## config.mk

```make
export PLATFORM = sky130hd
export DESIGN_NAME = mul_div_unit_flat
export DESIGN_NICKNAME = d
export VERILOG_FILES = /design/src/rtl/mdu_pkg.sv /design/src/rtl/mul_div_unit_if.sv /design/src/rtl/mdu_iter_step.sv /design/src/rtl/mul_div_unit.sv /design/src/flat_wrapper.sv
export SDC_FILE = /design/constraint.sdc
export NUM_CORES = 1
export LEC_CHECK = 0
export BUFFER_PORTS_ARGS = -buffer_cell sky130_fd_sc_hd__buf_4
export CORE_MARGIN = 2
export CORE_UTILIZATION = 25
export DETAILED_ROUTE_END_ITERATION = 8
export PLACE_DENSITY = 0.43
export SYNTH_ARGS = -nofsm -noshare
export SYNTH_HDL_FRONTEND = slang
export SYNTH_HIERARCHICAL = 1
export SYNTH_SLANG_ARGS = --single-unit
```

## constraint.sdc

```tcl
create_clock -name clk -period 12.15 [get_ports clk]
set_input_delay 2.43 -clock clk [delete_from_list [all_inputs] [get_ports clk]]
set_output_delay 2.43 -clock clk [all_outputs]
set_load 0.01 [all_outputs]
```

## src/rtl/mdu_pkg.sv

```systemverilog
// Shared definitions for the iterative RV32M multiply/divide unit.
package mdu_pkg;

    localparam int XLEN = 32;

    // RV32M funct3 encodings
    localparam logic [2:0] MDU_MUL    = 3'd0;
    localparam logic [2:0] MDU_MULH   = 3'd1;
    localparam logic [2:0] MDU_MULHSU = 3'd2;
    localparam logic [2:0] MDU_MULHU  = 3'd3;
    localparam logic [2:0] MDU_DIV    = 3'd4;
    localparam logic [2:0] MDU_DIVU   = 3'd5;
    localparam logic [2:0] MDU_REM    = 3'd6;
    localparam logic [2:0] MDU_REMU   = 3'd7;

    typedef enum logic [1:0] {
        IDLE = 2'd0,
        CALC = 2'd1,
        DONE = 2'd2
    } mdu_state_e;

    localparam logic [31:0] MDU_INT_MIN  = 32'h8000_0000;
    localparam logic [31:0] MDU_ALL_ONES = 32'hFFFF_FFFF;

endpackage

```

## src/rtl/mul_div_unit_if.sv

```systemverilog
// Request/response bundle between the core and the multiply/divide unit.
interface mul_div_unit_if #(
    parameter int XLEN = 32
);
    logic            start;
    logic [2:0]      funct3;
    logic [XLEN-1:0] operandA;
    logic [XLEN-1:0] operandB;
    logic            busy;
    logic            done;
    logic [XLEN-1:0] result;

    modport master (
        output start, funct3, operandA, operandB,
        input  busy, done, result
    );

    modport slave (
        input  start, funct3, operandA, operandB,
        output busy, done, result
    );
endinterface

```

## src/rtl/mdu_iter_step.sv

```systemverilog
// One combinational iteration: shift-add multiply or restoring shift-subtract divide.
module mdu_iter_step #(
    parameter int XLEN = 32
) (
    input  logic              is_div,
    input  logic [2*XLEN-1:0] acc_in,   // mul: {partial, multiplier}; div: {remainder, dividend/quotient}
    input  logic [XLEN-1:0]   opnd,     // multiplicand or divisor magnitude
    output logic [2*XLEN-1:0] acc_out
);

    logic [XLEN:0]   sum;
    logic [XLEN:0]   trial;
    logic [XLEN+1:0] diff;

    // Select between add-and-shift-right and shift-left-and-try-subtract
    always_comb begin
        sum   = {1'b0, acc_in[2*XLEN-1:XLEN]} + (acc_in[0] ? {1'b0, opnd} : '0);
        trial = {acc_in[2*XLEN-1:XLEN], acc_in[XLEN-1]};
        diff  = {1'b0, trial} - {2'b00, opnd};
        if (!is_div) begin
            acc_out = {sum, acc_in[XLEN-1:1]};
        end else if (!diff[XLEN+1]) begin
            acc_out = {diff[XLEN-1:0], acc_in[XLEN-2:0], 1'b1};
        end else begin
            acc_out = {trial[XLEN-1:0], acc_in[XLEN-2:0], 1'b0};
        end
    end

endmodule

```

## src/rtl/mul_div_unit.sv

```systemverilog
// Iterative RV32M multiply/divide unit: FSM, counter, sign handling and result register.
module mul_div_unit
    import mdu_pkg::*;
#(
    parameter int XLEN  = mdu_pkg::XLEN,
    parameter int CNT_W = 6
) (
    input  logic           clk,
    input  logic           reset,
    mul_div_unit_if.slave  bus
);

    localparam logic [XLEN-1:0]   ONE      = 1;
    localparam logic [2*XLEN-1:0] ONE2     = 1;
    localparam logic [CNT_W-1:0]  CNT_ONE  = 1;
    localparam logic [CNT_W-1:0]  CNT_INIT = CNT_W'(XLEN - 1);

    mdu_state_e        state_q, state_d;
    logic [CNT_W-1:0]  cnt_q, cnt_d;
    logic [2:0]        op_q, op_d;
    logic [XLEN-1:0]   opnd_q, opnd_d;
    logic [XLEN-1:0]   result_q, result_d;
    logic [2*XLEN-1:0] acc_q, acc_d;
    logic              neg_q, neg_d;

    logic [2*XLEN-1:0] step_acc;
    logic [2*XLEN-1:0] prod;
    logic [XLEN-1:0]   div_sel;
    logic              a_signed, b_signed, a_neg, b_neg;
    logic [XLEN-1:0]   a_mag, b_mag;
    logic              in_div, div_zero, div_ovf;

    mdu_iter_step #(.XLEN(XLEN)) u_step (
        .is_div  (op_q[2]),
        .acc_in  (acc_q),
        .opnd    (opnd_q),
        .acc_out (step_acc)
    );

    // Operand decode for a request arriving on the bus this cycle
    always_comb begin
        in_div   = bus.funct3[2];
        a_signed = (bus.funct3 == MDU_MULH) || (bus.funct3 == MDU_MULHSU) ||
                   (bus.funct3 == MDU_DIV)  || (bus.funct3 == MDU_REM);
        b_signed = (bus.funct3 == MDU_MULH) || (bus.funct3 == MDU_DIV) ||
                   (bus.funct3 == MDU_REM);
        a_neg    = a_signed && bus.operandA[XLEN-1];
        b_neg    = b_signed && bus.operandB[XLEN-1];
        a_mag    = a_neg ? (~bus.operandA + ONE) : bus.operandA;
        b_mag    = b_neg ? (~bus.operandB + ONE) : bus.operandB;
        div_zero = in_div && (bus.operandB == '0);
        div_ovf  = in_div && !bus.funct3[0] &&
                   (bus.operandA == MDU_INT_MIN) && (bus.operandB == MDU_ALL_ONES);
    end

    // Next-state, datapath and result selection
    always_comb begin
        state_d  = state_q;
        cnt_d    = cnt_q;
        op_d     = op_q;
        opnd_d   = opnd_q;
        acc_d    = acc_q;
        neg_d    = neg_q;
        result_d = result_q;

        prod    = neg_q ? (~step_acc + ONE2) : step_acc;
        div_sel = op_q[1] ? step_acc[2*XLEN-1:XLEN] : step_acc[XLEN-1:0];

        if (state_q == CALC) begin
            acc_d = step_acc;
            cnt_d = cnt_q - CNT_ONE;
            if (cnt_q == '0) begin
                state_d = DONE;
                if (!op_q[2]) begin
                    result_d = (op_q == MDU_MUL) ? prod[XLEN-1:0] : prod[2*XLEN-1:XLEN];
                end else begin
                    result_d = neg_q ? (~div_sel + ONE) : div_sel;
                end
            end
        end else begin
            state_d = IDLE;
            if (bus.start) begin
                op_d = bus.funct3;
                if (div_zero) begin
                    state_d  = DONE;
                    result_d = bus.funct3[1] ? bus.operandA : MDU_ALL_ONES;
                end else if (div_ovf) begin
                    state_d  = DONE;
                    result_d = bus.funct3[1] ? '0 : MDU_INT_MIN;
                end else begin
                    state_d = CALC;
                    cnt_d   = CNT_INIT;
                    if (in_div) begin
                        acc_d  = {{XLEN{1'b0}}, a_mag};
                        opnd_d = b_mag;
                        // remainder follows the dividend, quotient follows the sign product
                        neg_d  = bus.funct3[1] ? a_neg : (a_neg ^ b_neg);
                    end else begin
                        acc_d  = {{XLEN{1'b0}}, b_mag};
                        opnd_d = a_mag;
                        neg_d  = a_neg ^ b_neg;
                    end
                end
            end
        end
    end

    // State register with synchronous reset that also aborts an in-flight op
    always_ff @(posedge clk) begin
        if (reset) begin
            state_q  <= IDLE;
            cnt_q    <= '0;
            op_q     <= '0;
            opnd_q   <= '0;
            acc_q    <= '0;
            neg_q    <= 1'b0;
            result_q <= '0;
        end else begin
            state_q  <= state_d;
            cnt_q    <= cnt_d;
            op_q     <= op_d;
            opnd_q   <= opnd_d;
            acc_q    <= acc_d;
            neg_q    <= neg_d;
            result_q <= result_d;
        end
    end

    assign bus.busy   = (state_q == CALC);
    assign bus.done   = (state_q == DONE);
    assign bus.result = result_q;

endmodule

```

## src/flat_wrapper.sv

```systemverilog
// flat-port wrapper written by rule: the top's interface ports become plain ports
module mul_div_unit_flat import mdu_pkg::*;
#(
    parameter int XLEN  = mdu_pkg::XLEN,
    parameter int CNT_W = 6
)
  (clk, reset, bus_start, bus_funct3, bus_operandA, bus_operandB, bus_busy, bus_done, bus_result);
  mul_div_unit_if #(.XLEN(XLEN)) bus_i ();
  input  logic clk;
  input  logic reset;
  input wire logic [$bits(bus_i.start)-1:0] bus_start;
  input wire logic [$bits(bus_i.funct3)-1:0] bus_funct3;
  input wire logic [$bits(bus_i.operandA)-1:0] bus_operandA;
  input wire logic [$bits(bus_i.operandB)-1:0] bus_operandB;
  output wire logic [$bits(bus_i.busy)-1:0] bus_busy;
  output wire logic [$bits(bus_i.done)-1:0] bus_done;
  output wire logic [$bits(bus_i.result)-1:0] bus_result;
  assign bus_i.start = bus_start;
  assign bus_i.funct3 = bus_funct3;
  assign bus_i.operandA = bus_operandA;
  assign bus_i.operandB = bus_operandB;
  assign bus_busy = bus_i.busy;
  assign bus_done = bus_i.done;
  assign bus_result = bus_i.result;
  mul_div_unit #(.XLEN(XLEN), .CNT_W(CNT_W)) u_core (.clk(clk), .reset(reset), .bus(bus_i));
endmodule
```

; Word level (Yosys, flattened, before mapping)
; Cells that the tools add are included.
[word_totals]
ff_bits = 140
in_bits = 70
out_inout_bits = 34
wordCells = 88
[op_classes]
n_addsub = 7
n_eq_ne = 11
muxes = 34
n_bitwise = 8
reduce_logical = 21
[ops]
columns = op, count
row1 = 32-bit 2-to-1 mux, 16
row2 = 64-bit 2-to-1 mux, 7
row3 = 32-bit by 1-bit adder with 32-bit output (second input constant), 3
row4 = 32-bit inverter, 3
row5 = 64-bit by 1-bit adder with 64-bit output (second input constant), 1
row6 = 32-bit == test (second input constant), 2
row7 = 64-bit inverter, 1
row8 = 33-bit by 32-bit subtractor with 34-bit output, 1
row9 = 32-bit by 33-bit adder with 33-bit output, 1
row10 = 32-bit zero test, 1
row11 = 6-bit 2-to-1 mux, 4
row12 = 2-bit 2-to-1 mux, 5
row13 = 3-bit == test (second input constant), 2
row14 = 1-bit logical AND, 6
row15 = 6-bit zero test, 1
row16 = 3-bit AND reduction, 2
row17 = 6-bit by 1-bit subtractor with 6-bit output (second input constant), 1
row18 = 1-bit logical OR, 5
row19 = 2-bit inequality test (second input constant), 2
row20 = 4-bit AND reduction, 1
row21 = 3-bit by 1-bit == test with 1-bit output (second input constant), 1
row22 = 3-bit by 2-bit == test with 1-bit output (second input constant), 1
row23 = 3-bit zero test, 1
row24 = 1-bit inverter, 3
row25 = 9 further kinds, 10

; Longest topological paths before layout
[depth]
ltp_word = 11
mapped_depth = 23
ltp_nobuf = 20

; By module
; Netlist, hierarchy kept.
[by_module_without_submodules]
columns = module, n_inst, cells_each, area_per_inst_um2, seq_area_each_um2
row1 = mul_div_unit, 1, 1578, 11693.7, 2802.7
row2 = mdu_iter_step, 1, 677, 4764.6, 0.0

; Least setup slack after synthesis
; No wires, ideal clock.
[synth_path]
path_type = input -> register
startpoint = input port bus_operandB[0]
endpoint = register u_core.opnd_q[23]
setup_time_ns = 0.116
arrival_ns = 4.689
t_required_ns = 12.034
path_slack_ns = 7.345
stages = 11
n_path_buf = 2
path_cell_list = inv_1 -> ha_1 -> or3b_2 -> or2_2 -> nor4_2 -> a41oi_1 -> nand2_1 -> buf_2 -> buf_2 -> a211oi_1 -> a31o_2
[synth_between]
elab_chain_len = 4
word_cells_on_any_way = 11
classes_between = 1 x add/sub / 1 x eq/ne / 2 x mux / 3 x bitwise / 4 x reduce/logical
[synth_rtl]
columns = item, line
row1 = start: declaration, flat_wrapper.sv:14  ; input wire logic [$bits(bus_i.operandB)-1:0] bus_operandB;
row2 = "32-bit inverter, or another cell as far along", mul_div_unit.sv:50  ; b_mag = b_neg ? (~bus.operandB + ONE) : bus.operandB;
row3 = "32-bit by 1-bit adder with 32-bit output, or another cell as far along", mul_div_unit.sv:50
row4 = 32-bit 2-to-1 mux or 1-bit inverter (tied branches), -
row5 = 32-bit 2-to-1 mux or 4-bit AND reduction (tied branches), -
row6 = end signal: assignment, mul_div_unit.sv:122  ; opnd_q <= opnd_d;
row7 = end: declaration, mul_div_unit.sv:21  ; logic [XLEN-1:0] opnd_q, opnd_d;
; Parallel ways exist; a longest one is shown, timed or not.
; A chain may end at the register's enable or synchronous reset.

; Final worst setup path
[layout_path]
startpoint = register u_core.opnd_q[12]
endpoint = register u_core.result_q[22], in the netlist u_core/bus.result[22]
[layout_between]
elab_chain_len = 10
word_cells_on_any_way = 16
classes_between = 4 x add/sub / 10 x mux / 2 x bitwise
[layout_rtl]
columns = item, line
row1 = 33-bit by 32-bit subtractor with 34-bit output *, mdu_iter_step.sv:19  ; diff = {1'b0, trial} - {2'b00, opnd};
row2 = 64-bit 2-to-1 mux *, mdu_iter_step.sv:22  ; end else if (!diff[XLEN+1]) begin
row3 = 64-bit 2-to-1 mux *, mdu_iter_step.sv:20  ; if (!is_div) begin
row4 = via u_core.step_acc[36], mul_div_unit.sv:26  ; logic [2*XLEN-1:0] step_acc;
row5 = 64-bit inverter or 32-bit 2-to-1 mux (tied branches), "mul_div_unit.sv:66, mul_div_unit.sv:67"
row6 = 64-bit by 1-bit adder with 64-bit output or 32-bit inverter (tied branches), "mul_div_unit.sv:66, mul_div_unit.sv:77"
row7 = 64-bit 2-to-1 mux or 32-bit by 1-bit adder with 32-bit output (tied branches), "mul_div_unit.sv:66, mul_div_unit.sv:77"
row8 = 32-bit 2-to-1 mux (on tied branches), "mul_div_unit.sv:75, mul_div_unit.sv:77"
row9 = 32-bit 2-to-1 mux *, mul_div_unit.sv:74  ; if (!op_q[2]) begin
row10 = 32-bit 2-to-1 mux *, mul_div_unit.sv:72  ; if (cnt_q == '0) begin
row11 = 32-bit 2-to-1 mux *, mul_div_unit.sv:69  ; if (state_q == CALC) begin
row12 = end signal: assignment, mul_div_unit.sv:125  ; result_q <= result_d;
row13 = end: declaration, mul_div_unit.sv:22  ; logic [XLEN-1:0] result_q, result_d;
; Mark *: on every way through the listed nets, which the timed path passes. The rest lies on a longest branch. The select of a mux whose other input is x is not followed.

==> flow_summary.json <==
{
  "yosysMostFrequentCell": "nor2_1",
  "worst_pin_slew_ps": 1263,
  "ios": 104,
  "syn_nets": 2398,
  "grt_start_max_net_pins": 81,
  "first_iter_violations": 2122,
  "period_share": 0.5171,
  "async_flop_share": 0,
  "fp.coreArea_um2": 65510,
  "drv_slew": 0,
  "gp_congestion": 0.9639,
  "syn-instance-count": 2255,
  "path_class": "reg2reg",
  "synth_edf_count": 0,
  "grt_overflow_total": 0,
  "power_density_nw_per_um2": 107.8,
  "setup_viol": 0,
  "synth_top_family_by_area": "compound AO/OA/AOI/OAI gates",
  "relSlewSlack": 0.1549,
  "rsz0062_at_grt": "false",
  "syn-mean-instance-area_um2": 7.299,
  "synth_top_area_cell": "dfxtp_1",
  "synthSimpleGateAreaFrac": 0.2370,
  "dieArea_um2": 67900,
  "die_w_um": 260.6,
  "numCtsBuffers": 17,
  "areaGrowthSynthToFinish_pct": 12.46,
  "antenna_found_initial": 2,
  "cts_sinks": 140,
  "rows": 94,
  "chipHeight_um": 260.6,
  "firstDrtPassIters": 6,
  "dominantRegCellSynth": "dfxtp_1",
  "status": "completed",
  "synth_seq_area_share": 0.1703,
  "setup_tns_ps": 0,
  "synth_xor_xnor_area_share": 0.08461,
  "critPathMaxFanout": 29,
  "grt_pass1_vias": 17150,
  "ant_nets": 0,
  "tritoncts": "built",
  "critPathRequiredTime_ps": 12560,
  "grt_pass1_wl_um": 118200,
  "synthTopCellsByCount": "nor2_1, nand2_1, a21oi_1, dfxtp_1, clkbuf_1",
  "routedWlPerCell_um": 26.01,
  "drive_above_1_share": 0.1348,
  "clkLatencyLatePin_ps": 490,
  "synth_compound_area_frac": 0.3062,
  "seqCellArea_um2": 2809,
  "hpwl_um": 62170,
  "portBuffers": 103,
  "muxShareOfSynthArea": 0.08112,
  "cts_htree_levels": 4,
  "hold_viol": 0,
  "vias_per_cell": 5.891,
  "yosys_warnings": 6,
  "nNetsFinal": 2392,
  "cts_setup_buffers": 0,
  "period_needed_ps": 6283,
  "yosys_register_bits": 140,
  "vdd_drop_max_mv": 0.1006,
  "cts_resized": 0,
  "track_usage": 0.2355,
  "fillers": 7184,
  "startpoint_type": "register",
  "synth.distinct_cells": 103,
  "netlist.area_leader.share": 0.1703,
  "start_util": 0.2512,
  "crit_arrival_ps": 6690,
  "synthAdderAreaFrac": 0.05641,
  "cts-root-buf": "clkbuf_16",
  "fmax_mhz": 159.2,
  "clk_pin_slew_ps": 70,
  "holdCritPathClass": "reg2reg",
  "synth_area_um2": 16460,
  "power_mw": 1.995,
  "leakagePower_nw": 6.921,
  "synthTopCellsByArea": "dfxtp_1, xnor2_1, ha_1, nor2_1, mux2i_1",
  "postCtsHoldBufs": 0,
  "cts_buffer_depth": 2,
  "vias": 18430,
  "post-route-drc-count": 0,
  "multiInputGateArea_um2": 12630,
  "cap_violations": 0,
  "drt-total-wl_um": 81390,
  "cp-end-kind": "register",
  "fin_skew_ps": 9.896
}
-- per-layer routing --
metal / share of wire / track usage / vias up
met1: 0.45 / 0.3250 / 8999
met5: 0.00011 / 0 / -
met3: 0.075 / 0.04429 / 160
met2: 0.44 / 0.3663 / 861
met4: 0.033 / 0.07873 / 2
li1: - / - / 8411
-- registers in the layout, indices dropped and copies added, names as in the netlist --
register	count
u_core/opnd_q	32
u_core/state_q	2
u_core/acc_q	64
u_core/neg_q	1
u_core/cnt_q	6
u_core/bus.result	32
u_core/op_q	3
-- final timing paths --
path / from / endpoint / slack (ps) / cells past startpoint
max: u_core/opnd_q[12] / u_core/bus.result[22] / 5870 / 18
min: u_core/opnd_q[2] / u_core/opnd_q[2] / 470 / 2
max reg2reg: u_core/opnd_q[12] / u_core/bus.result[22] / 5870 / 18
min reg2reg: u_core/opnd_q[2] / u_core/opnd_q[2] / 470 / 2
-- power by group --
group / switching [mW] / leakage [nW] / internal (mW)
sequential: 0.0386 / 1.14 / 0.490
combinational: 0.632 / 5.51 / 0.309
clock: 0.249 / 0.265 / 0.275
total: 0.920 / 6.92 / 1.07
-- stage by stage --
stage / utilization / setup WS (ps) / instances / cell area [um^2] / hold slack (ps)
after floorplan: - / 7345 / 2255 / 16460 / 440.3
after global placement: 0.2739 / 5258 / 3094 / 17950 / 455.2
after detailed placement: 0.2741 / 5749 / 3094 / 17950 / 460.6
after CTS: 0.2824 / 5895 / 3126 / 18500 / 473.4
after global routing: 0.2824 / 5566 / 3126 / 18500 / 484.1
final: 0.2825 / 5867 / 3129 / 18510 / 471.3
-- cells by family (layout without fill, tap and decap cells) --
group,count (synthesis),count (layout)
adder cells (fa/ha/maj),73,73
AND/OR/NAND/NOR,775,775
other,0,3
XOR/XNOR,159,159
AO/OA/AOI/OAI,726,726
multiplexers,128,128
flip-flops,140,140
buffers and inverters,254,261
-- worst max-delay path, cell delays in order, from the launching register on --
cell       delay (ps)
dfxtp_1           440
inv_1              70
ha_1              370
o21ai_0           110
a21oi_1           290
o21bai_1          130
a21oi_1           290
o2111ai_2         220
nand3_2           200
and2_4            540
mux2i_1           250
a21oi_1           360
or4_4             670
or4_1             660
a211oi_2          470
a2111oi_0         190
nor4_1            270
o21ai_0           350
a211oi_1          300
-- layout by cell type (no fill, tap or decap), drive strengths merged, types with 12 or more instances in the layout --
master and n:
nand2 167, o21a 18, dfxtp 140, or3 24, a221o 18, nor4 42
mux2 43, or2 16, o21ai 127, and2 47, xor2 49, a211oi 49
nor3 74, a311oi 16, a22oi 44, nand4 29, buf 152, a21oi 166
and3 12, a21o 37, a41oi 14, or4 24, o41ai 21, o22ai 24
o211ai 27, nand3 35, nor2 232, ha 71, a31oi 45, o31ai 24
inv 80, mux2i 85, nor2b 15, clkbuf 21, xnor2 110, nand2b 22
-- area by class of cell --
| type | count | share of cell area |
|---|---|---|
| multi-input cells | 1861 | 0.6826 |
| flip-flops and latches | 140 | 0.1518 |
| repair buffers | 152 | 0.06165 |
| well taps | 864 | 0.05841 |
| clock buffers | 21 | 0.02494 |
| inverters | 77 | 0.01562 |
| clock inverters | 11 | 0.004597 |
| diodes | 3 | 0.0004056 |
No activity file was read; power rests on OpenSTA's default activity.
